File: config.mk
export PLATFORM = sky130hd
export DESIGN_NAME = decode_stage_flat
export DESIGN_NICKNAME = d
export VERILOG_FILES = /design/src/rtl/decode_stage_pkg.sv /design/src/rtl/decode_stage_if.sv /design/src/rtl/decode_stage_register_file.sv /design/src/rtl/decode_stage.sv /design/src/flat_wrapper.sv
export SDC_FILE = /design/constraint.sdc
export NUM_CORES = 2
export LEC_CHECK = 0
export CORE_MARGIN = 2
export CORE_UTILIZATION = 55
export DETAILED_ROUTE_END_ITERATION = 7
export PLACE_DENSITY = 0.82
export SYNTH_ARGS = -nofsm -noshare
export SYNTH_HDL_FRONTEND = slang
export SYNTH_SLANG_ARGS = --single-unit
File: constraint.sdc
create_clock -name clk -period 3 [get_ports clk]
set_input_delay 0.45 -clock clk [delete_from_list [all_inputs] [get_ports clk]]
set_output_delay 0.45 -clock clk [all_outputs]
set_load 0.005 [all_outputs]
File: src/rtl/decode_stage_pkg.sv
// Shared constants for the RV32I decode stage: opcodes, ALU/result-select codes,
// immediate formats and the immediate extender used by the decoder.
package decode_stage_pkg;

    localparam int XLEN  = 32;
    localparam int RF_AW = 5;
    localparam logic [XLEN-1:0] NOP_INSTR = 32'h0000_0013;

    localparam logic [6:0] OP_LOAD   = 7'b0000011;
    localparam logic [6:0] OP_STORE  = 7'b0100011;
    localparam logic [6:0] OP_RTYPE  = 7'b0110011;
    localparam logic [6:0] OP_IALU   = 7'b0010011;
    localparam logic [6:0] OP_BRANCH = 7'b1100011;
    localparam logic [6:0] OP_JAL    = 7'b1101111;

    localparam logic [2:0] ALU_ADD = 3'b000;
    localparam logic [2:0] ALU_SUB = 3'b001;
    localparam logic [2:0] ALU_AND = 3'b010;
    localparam logic [2:0] ALU_OR  = 3'b011;
    localparam logic [2:0] ALU_SLT = 3'b101;

    localparam logic [1:0] RES_ALU = 2'b00;
    localparam logic [1:0] RES_MEM = 2'b01;
    localparam logic [1:0] RES_PC4 = 2'b10;

    typedef enum logic [2:0] {
        IMM_NONE,
        IMM_I,
        IMM_S,
        IMM_B,
        IMM_J
    } imm_fmt_e;

    // Branch and jump offsets are halfword-aligned, hence the forced zero LSB.
    function automatic logic [XLEN-1:0] imm_extend(input logic [XLEN-1:0] instr,
                                                   input imm_fmt_e fmt);
        logic [XLEN-1:0] imm;
        case (fmt)
            IMM_I:   imm = {{20{instr[31]}}, instr[31:20]};
            IMM_S:   imm = {{20{instr[31]}}, instr[31:25], instr[11:7]};
            IMM_B:   imm = {{19{instr[31]}}, instr[31], instr[7], instr[30:25], instr[11:8], 1'b0};
            IMM_J:   imm = {{11{instr[31]}}, instr[31], instr[19:12], instr[20], instr[30:21], 1'b0};
            default: imm = '0;
        endcase
        return imm;
    endfunction

endpackage

File: src/rtl/decode_stage_if.sv
// Bundle of fetch inputs, writeback port and ID/EX-bound decode outputs.
// master = the environment driving the stage, slave = the decode stage itself.
interface decode_stage_if;
    import decode_stage_pkg::*;

    logic [XLEN-1:0]  instr_rd_f;
    logic [XLEN-1:0]  pc_f;
    logic [XLEN-1:0]  pc_plus4_f;
    logic             stall_d;
    logic             flush_d;
    logic             reg_write_w;
    logic [RF_AW-1:0] rd_w;
    logic [XLEN-1:0]  result_w;

    logic [XLEN-1:0]  rd1_d;
    logic [XLEN-1:0]  rd2_d;
    logic [XLEN-1:0]  imm_ext_d;
    logic [RF_AW-1:0] rs1_d;
    logic [RF_AW-1:0] rs2_d;
    logic [RF_AW-1:0] rd_d;
    logic [XLEN-1:0]  pc_d;
    logic [XLEN-1:0]  pc_plus4_d;
    logic             reg_write_d;
    logic [1:0]       result_src_d;
    logic             mem_write_d;
    logic             jump_d;
    logic             branch_d;
    logic [2:0]       alu_ctrl_d;
    logic             alu_src_d;
    logic             illegal_d;

    modport master (
        output instr_rd_f, pc_f, pc_plus4_f, stall_d, flush_d,
               reg_write_w, rd_w, result_w,
        input  rd1_d, rd2_d, imm_ext_d, rs1_d, rs2_d, rd_d, pc_d, pc_plus4_d,
               reg_write_d, result_src_d, mem_write_d, jump_d, branch_d,
               alu_ctrl_d, alu_src_d, illegal_d
    );

    modport slave (
        input  instr_rd_f, pc_f, pc_plus4_f, stall_d, flush_d,
               reg_write_w, rd_w, result_w,
        output rd1_d, rd2_d, imm_ext_d, rs1_d, rs2_d, rd_d, pc_d, pc_plus4_d,
               reg_write_d, result_src_d, mem_write_d, jump_d, branch_d,
               alu_ctrl_d, alu_src_d, illegal_d
    );

endinterface

File: src/rtl/decode_stage_register_file.sv
// 32x32 register file: two async read ports, one sync write port, x0 hard-wired
// to zero, and write-through so a WB write is visible to decode in the same cycle.
module register_file
    import decode_stage_pkg::*;
(
    input  logic             clk,
    input  logic             rst,
    input  logic [RF_AW-1:0] i_ra1,
    input  logic [RF_AW-1:0] i_ra2,
    input  logic             i_we,
    input  logic [RF_AW-1:0] i_wa,
    input  logic [XLEN-1:0]  i_wd,
    output logic [XLEN-1:0]  o_rd1,
    output logic [XLEN-1:0]  o_rd2
);

    logic [XLEN-1:0] r_regs [2**RF_AW];
    logic            w_wr_en;

    assign w_wr_en = i_we && (i_wa != '0);

    always_ff @(posedge clk) begin
        if (rst) begin
            for (int i = 0; i < 2**RF_AW; i++) begin
                r_regs[i] <= '0;
            end
        end else if (w_wr_en) begin
            r_regs[i_wa] <= i_wd;
        end
    end

    assign o_rd1 = (i_ra1 == '0)                ? '0   :
                   (w_wr_en && (i_wa == i_ra1)) ? i_wd : r_regs[i_ra1];
    assign o_rd2 = (i_ra2 == '0)                ? '0   :
                   (w_wr_en && (i_wa == i_ra2)) ? i_wd : r_regs[i_ra2];

endmodule

File: src/rtl/decode_stage.sv
// RV32I decode stage: IF/ID pipeline register, register file read, immediate
// extension and main/ALU control decode feeding the ID/EX register.
module decode_stage
    import decode_stage_pkg::*;
(
    input  logic          clk,
    input  logic          rst,
    decode_stage_if.slave dec
);

    logic [XLEN-1:0] r_instr;
    logic [XLEN-1:0] r_pc;
    logic [XLEN-1:0] r_pc_plus4;
    logic            r_valid;

    // Flush beats stall so a squashed slot never lingers while the front end is held.
    always_ff @(posedge clk) begin
        if (rst || dec.flush_d) begin
            r_instr    <= NOP_INSTR;
            r_pc       <= '0;
            r_pc_plus4 <= '0;
            r_valid    <= 1'b0;
        end else if (!dec.stall_d) begin
            r_instr    <= dec.instr_rd_f;
            r_pc       <= dec.pc_f;
            r_pc_plus4 <= dec.pc_plus4_f;
            r_valid    <= 1'b1;
        end
    end

    logic [6:0] w_opcode;
    logic [2:0] w_funct3;
    logic       w_is_rtype;
    logic [2:0] w_alu_op;
    logic       w_alu_ok;
    imm_fmt_e   w_imm_fmt;

    assign w_opcode   = r_instr[6:0];
    assign w_funct3   = r_instr[14:12];
    assign w_is_rtype = (w_opcode == OP_RTYPE);

    assign dec.rs1_d      = r_instr[19:15];
    assign dec.rs2_d      = r_instr[24:20];
    assign dec.rd_d       = r_instr[11:7];
    assign dec.pc_d       = r_pc;
    assign dec.pc_plus4_d = r_pc_plus4;

    always_comb begin
        w_alu_op = ALU_ADD;
        w_alu_ok = 1'b1;
        case (w_funct3)
            3'b000:  w_alu_op = (w_is_rtype && r_instr[30]) ? ALU_SUB : ALU_ADD;
            3'b010:  w_alu_op = ALU_SLT;
            3'b110:  w_alu_op = ALU_OR;
            3'b111:  w_alu_op = ALU_AND;
            default: w_alu_ok = 1'b0;
        endcase
    end

    always_comb begin
        dec.reg_write_d  = 1'b0;
        dec.result_src_d = RES_ALU;
        dec.mem_write_d  = 1'b0;
        dec.jump_d       = 1'b0;
        dec.branch_d     = 1'b0;
        dec.alu_ctrl_d   = ALU_ADD;
        dec.alu_src_d    = 1'b0;
        dec.illegal_d    = 1'b0;
        w_imm_fmt        = IMM_NONE;
        if (r_valid) begin
            case (w_opcode)
                OP_LOAD: begin
                    dec.reg_write_d  = 1'b1;
                    dec.result_src_d = RES_MEM;
                    dec.alu_src_d    = 1'b1;
                    w_imm_fmt        = IMM_I;
                end
                OP_STORE: begin
                    dec.mem_write_d = 1'b1;
                    dec.alu_src_d   = 1'b1;
                    w_imm_fmt       = IMM_S;
                end
                OP_BRANCH: begin
                    dec.branch_d   = 1'b1;
                    dec.alu_ctrl_d = ALU_SUB;
                    w_imm_fmt      = IMM_B;
                end
                OP_JAL: begin
                    dec.jump_d       = 1'b1;
                    dec.reg_write_d  = 1'b1;
                    dec.result_src_d = RES_PC4;
                    w_imm_fmt        = IMM_J;
                end
                OP_RTYPE, OP_IALU: begin
                    if (w_alu_ok) begin
                        dec.reg_write_d = 1'b1;
                        dec.alu_ctrl_d  = w_alu_op;
                        dec.alu_src_d   = !w_is_rtype;
                        w_imm_fmt       = w_is_rtype ? IMM_NONE : IMM_I;
                    end else begin
                        dec.illegal_d = 1'b1;
                    end
                end
                default: dec.illegal_d = 1'b1;
            endcase
        end
    end

    assign dec.imm_ext_d = imm_extend(r_instr, w_imm_fmt);

    register_file u_register_file (
        .clk   (clk),
        .rst   (rst),
        .i_ra1 (r_instr[19:15]),
        .i_ra2 (r_instr[24:20]),
        .i_we  (dec.reg_write_w),
        .i_wa  (dec.rd_w),
        .i_wd  (dec.result_w),
        .o_rd1 (dec.rd1_d),
        .o_rd2 (dec.rd2_d)
    );

endmodule

File: src/flat_wrapper.sv
// flat-port wrapper written by rule: the top's interface ports become plain ports
module decode_stage_flat import decode_stage_pkg::*;
  (clk, rst, dec_instr_rd_f, dec_pc_f, dec_pc_plus4_f, dec_stall_d, dec_flush_d, dec_reg_write_w, dec_rd_w, dec_result_w, dec_rd1_d, dec_rd2_d, dec_imm_ext_d, dec_rs1_d, dec_rs2_d, dec_rd_d, dec_pc_d, dec_pc_plus4_d, dec_reg_write_d, dec_result_src_d, dec_mem_write_d, dec_jump_d, dec_branch_d, dec_alu_ctrl_d, dec_alu_src_d, dec_illegal_d);
  decode_stage_if dec_i ();
  input  logic clk;
  input  logic rst;
  input wire logic [$bits(dec_i.instr_rd_f)-1:0] dec_instr_rd_f;
  input wire logic [$bits(dec_i.pc_f)-1:0] dec_pc_f;
  input wire logic [$bits(dec_i.pc_plus4_f)-1:0] dec_pc_plus4_f;
  input wire logic [$bits(dec_i.stall_d)-1:0] dec_stall_d;
  input wire logic [$bits(dec_i.flush_d)-1:0] dec_flush_d;
  input wire logic [$bits(dec_i.reg_write_w)-1:0] dec_reg_write_w;
  input wire logic [$bits(dec_i.rd_w)-1:0] dec_rd_w;
  input wire logic [$bits(dec_i.result_w)-1:0] dec_result_w;
  output wire logic [$bits(dec_i.rd1_d)-1:0] dec_rd1_d;
  output wire logic [$bits(dec_i.rd2_d)-1:0] dec_rd2_d;
  output wire logic [$bits(dec_i.imm_ext_d)-1:0] dec_imm_ext_d;
  output wire logic [$bits(dec_i.rs1_d)-1:0] dec_rs1_d;
  output wire logic [$bits(dec_i.rs2_d)-1:0] dec_rs2_d;
  output wire logic [$bits(dec_i.rd_d)-1:0] dec_rd_d;
  output wire logic [$bits(dec_i.pc_d)-1:0] dec_pc_d;
  output wire logic [$bits(dec_i.pc_plus4_d)-1:0] dec_pc_plus4_d;
  output wire logic [$bits(dec_i.reg_write_d)-1:0] dec_reg_write_d;
  output wire logic [$bits(dec_i.result_src_d)-1:0] dec_result_src_d;
  output wire logic [$bits(dec_i.mem_write_d)-1:0] dec_mem_write_d;
  output wire logic [$bits(dec_i.jump_d)-1:0] dec_jump_d;
  output wire logic [$bits(dec_i.branch_d)-1:0] dec_branch_d;
  output wire logic [$bits(dec_i.alu_ctrl_d)-1:0] dec_alu_ctrl_d;
  output wire logic [$bits(dec_i.alu_src_d)-1:0] dec_alu_src_d;
  output wire logic [$bits(dec_i.illegal_d)-1:0] dec_illegal_d;
  assign dec_i.instr_rd_f = dec_instr_rd_f;
  assign dec_i.pc_f = dec_pc_f;
  assign dec_i.pc_plus4_f = dec_pc_plus4_f;
  assign dec_i.stall_d = dec_stall_d;
  assign dec_i.flush_d = dec_flush_d;
  assign dec_i.reg_write_w = dec_reg_write_w;
  assign dec_i.rd_w = dec_rd_w;
  assign dec_i.result_w = dec_result_w;
  assign dec_rd1_d = dec_i.rd1_d;
  assign dec_rd2_d = dec_i.rd2_d;
  assign dec_imm_ext_d = dec_i.imm_ext_d;
  assign dec_rs1_d = dec_i.rs1_d;
  assign dec_rs2_d = dec_i.rs2_d;
  assign dec_rd_d = dec_i.rd_d;
  assign dec_pc_d = dec_i.pc_d;
  assign dec_pc_plus4_d = dec_i.pc_plus4_d;
  assign dec_reg_write_d = dec_i.reg_write_d;
  assign dec_result_src_d = dec_i.result_src_d;
  assign dec_mem_write_d = dec_i.mem_write_d;
  assign dec_jump_d = dec_i.jump_d;
  assign dec_branch_d = dec_i.branch_d;
  assign dec_alu_ctrl_d = dec_i.alu_ctrl_d;
  assign dec_alu_src_d = dec_i.alu_src_d;
  assign dec_illegal_d = dec_i.illegal_d;
  decode_stage u_core (.clk(clk), .rst(rst), .dec(dec_i));
endmodule
==> results.json <==
{
  "status": "finished with violations",
  "violations": "DRC, setup timing",
  "htree_num_levels": 3,
  "grt_max_degree": 66,
  "io_pins": 324,
  "drive_above_1_share": 0.369,
  "routed_wl_um": 264000,
  "grt_pass1_vias": 50300,
  "synth.largest_area_cell": "edfxtp_1",
  "synthFlopType": "edfxtp_1",
  "r2r-end": "u_core.r_instr[21]",
  "wl_per_cell_um": 37.4,
  "syn_area_per_cell_um2": 13.4,
  "synth_edf_count": 1024,
  "cp_common_cell": "buf_12",
  "postRouteAntennaNets": 0,
  "powerDensity_nw_per_um2": 494,
  "hold_buffers": 0,
  "synth_warnings": 0,
  "path_class": "register to output port",
  "cts_buffer_depth": 3,
  "ys_seq_area_frac": 0.540,
  "synth_area_um2": 60900,
  "synth.most_common_cell": "edfxtp_1",
  "setup_viol": 64,
  "ir_worst_vdd_mv": 0.530,
  "hp-start": "dec_stall_d",
  "synth_cells": 4549,
  "root_buffer": "clkbuf_16",
  "drv_cap": 0,
  "die_h_um": 337,
  "tightest_slew_ps": 945,
  "nets": 5568,
  "grt_usage": 0.440,
  "crit_arrival_ps": 3560,
  "slew_viol_final": 0,
  "setup_ws_ps": -1010,
  "r2r_slack_ps": 1830,
  "rsz0062_at_grt": "yes",
  "synth_top_area_share": 0.505,
  "yosys-top-cells-area": "edfxtp_1 (51%), mux4_2 (11%), and2_1 (10%), mux2i_1 (8.3%), dfxtp_1 (3.5%)",
  "timing.slew.headroom": 0.367,
  "clk_latency_ps": 750,
  "worst_setup_path_start_kind": "register",
  "synthTopCellsByCount": "edfxtp_1 (1024), and2_1 (1001), mux2i_1 (504), mux4_2 (294), clkbuf_1 (289)",
  "cts_tree": "built",
  "cp_cell_sequence": "buf_12 > buf_16 > buf_12 > mux4_2 > o211ai_1 > a21oi_1 > a211o_1 > buf_2",
  "slowest_stage": "o211ai_1",
  "crit_family": "compound AO/OA/AOI/OAI gates",
  "fmax_mhz": 250,
  "fin_crit_ps": 4010,
  "cp_num_buf_inv": 4,
  "post-route-drc-count": 32,
  "initial_core_util": 0.552,
  "ys_seq_elements": 1131,
  "io_buffers": 323,
  "antenna_found_initial": 26,
  "firstDrtPassIters": 8,
  "cts_made_buffers": 115,
  "dieWidth_um": 337,
  "drtIter0Drc": 9876,
  "vias_per_cell": 7.35,
  "clk_pin_slew_ps": 60,
  "gr-total-overflow": 0,
  "die_area_um2": 113000,
  "design_area_um2": 80200,
  "holdPathEnd": "u_core.dec.pc_plus4_d[14]",
  "rows": 122,
  "placedCellCount": 6521,
  "grt_pass1_wl_um": 353000,
  "clkSinkCount": 1131,
  "min_path_cells": 3,
  "required_ps": 2550,
  "core_area_um2": 110000,
  "synthArstFlopShare": 0,
  "leakagePower_uw": 0.0287,
  "gp_congestion": 1.01,
  "fin_cells": 7038,
  "hold_class": "primary input to register",
  "hpwl_um": 156000,
  "vias": 51700,
  "worstRegToRegCells": 2,
  "synthDistinctLibCells": 71,
  "worst_r2r_startpoint": "u_core.r_instr[21]",
  "finalCritPeriodShare": 1.34,
  "endpoint_kind": "output port",
  "critPathMaxFanout": 5,
  "place_area_um2": 69900,
  "crit_path_max_incr_delay_ps": 760,
  "critical_path_depth": 8,
  "hold_viol_final": 0,
  "syn2layout_area_growth_pct": 31.8,
  "fin_hold_ws_ps": 159,
  "fin_skew_ps": 14.4
}
## cells by family (layout without fill, tap and decap cells)
kind of cell / Yosys count / in the layout / synth area share
flops: 1131 / 1131 / 0.540
buf+inv: 500 / 1452 / 0.0436
simple gates: 1451 / 1451 / 0.137
xor+xnor: 11 / 11 / 0.00158
other cells: 1 / 50 / 0.0000616
mux: 873 / 873 / 0.206
compound gates: 582 / 582 / 0.0718
## sequential cells by signal, summed over array words and instances (netlist names), named ones only
signal	cells
u_core.u_register_file.r_regs	1024
u_core.dec.pc_d	32
u_core.dec.pc_plus4_d	32
u_core.r_instr	32
u_core.r_valid	1
## report_power, final
group / leakage (uW) / internal, uW / switching [uW] / total [uW]
logic: 0.0162 / 2620 / 3360 / 5970
clock network: 0.00190 / 8520 / 6580 / 15100
registers: 0.0106 / 18000 / 567 / 18600
total: 0.0287 / 29100 / 10500 / 39600
## worst min-delay path, stage by stage
cell and delay (ps):
buf_4 200, mux2i_1 140, nor2_1 70
## area by class of cell
type | instances | area, um2
Sequential cell | 1131 | 32900
Fill cell | 6335 | 30000
Multi-Input combinational cell | 2949 | 28400
Timing Repair Buffer | 1222 | 13100
Clock buffer | 146 | 3190
Tap cell | 1488 | 1860
Clock inverter | 73 | 686
Antenna cell | 18 | 45.0
Inverter | 11 | 43.8
## per-stage QoR
| step | TNS (ps) | power (uW) | utilization | setup slack (ps) |
|---|---|---|---|---|
| final | -37550 | 39600 | 0.728 | -1010 |
| after global placement | -28410 | 23300 | 0.635 | -576 |
| after CTS | -32290 | 38600 | 0.714 | -675 |
| after floorplan | 0 | 21000 | - | 507 |
| after detailed placement | -29950 | 23500 | 0.635 | -591 |
| after global routing | -37350 | 40100 | 0.727 | -962 |
## worst max-delay path by stage
stage	from	to	slack (ps)
finish	register	dec_rd1_d[28]	-1010
global route	register	dec_rd1_d[28]	-960
CTS	register	dec_rd1_d[11]	-670
detailed placement	dec_rd_w[3]	dec_rd1_d[28]	-590
global placement	dec_rd_w[2]	dec_rd1_d[28]	-580
floorplan	u_core.r_instr[1]	dec_imm_ext_d[21]	510
## metal layers
| layer | global-route usage | share of wire | up-vias |
|---|---|---|---|
| met4 | 0.348 | 0.11 | 28 |
| met5 | 0.0196 | 0.0014 | - |
| met3 | 0.212 | 0.19 | 1987 |
| met2 | 0.626 | 0.41 | 6163 |
| li1 | - | - | 19000 |
| met1 | 0.506 | 0.29 | 24600 |
## layout by cell type (no fill, tap or decap), types with 53 or more instances in the layout
master	Yosys	final
buf_4	66	556
buf_12	5	180
clkbuf_16	0	121
and2_1	1001	996
mux4_2	294	294
nor2_1	208	146
buf_6	40	121
mux2i_1	504	471
a221oi_2	7	57
buf_2	61	53
clkdlybuf4s50_1	0	223
dfxtp_1	107	86
edfxtp_1	1024	1024
## repair_timing
item,in CTS,in global routing
gates cloned,24,3
pin swaps,257,199
gates resized for setup,896,324
setup buffers,213,106
endpoints found under the setup margin,99,87
No activity file was read; power rests on OpenSTA's default activity.
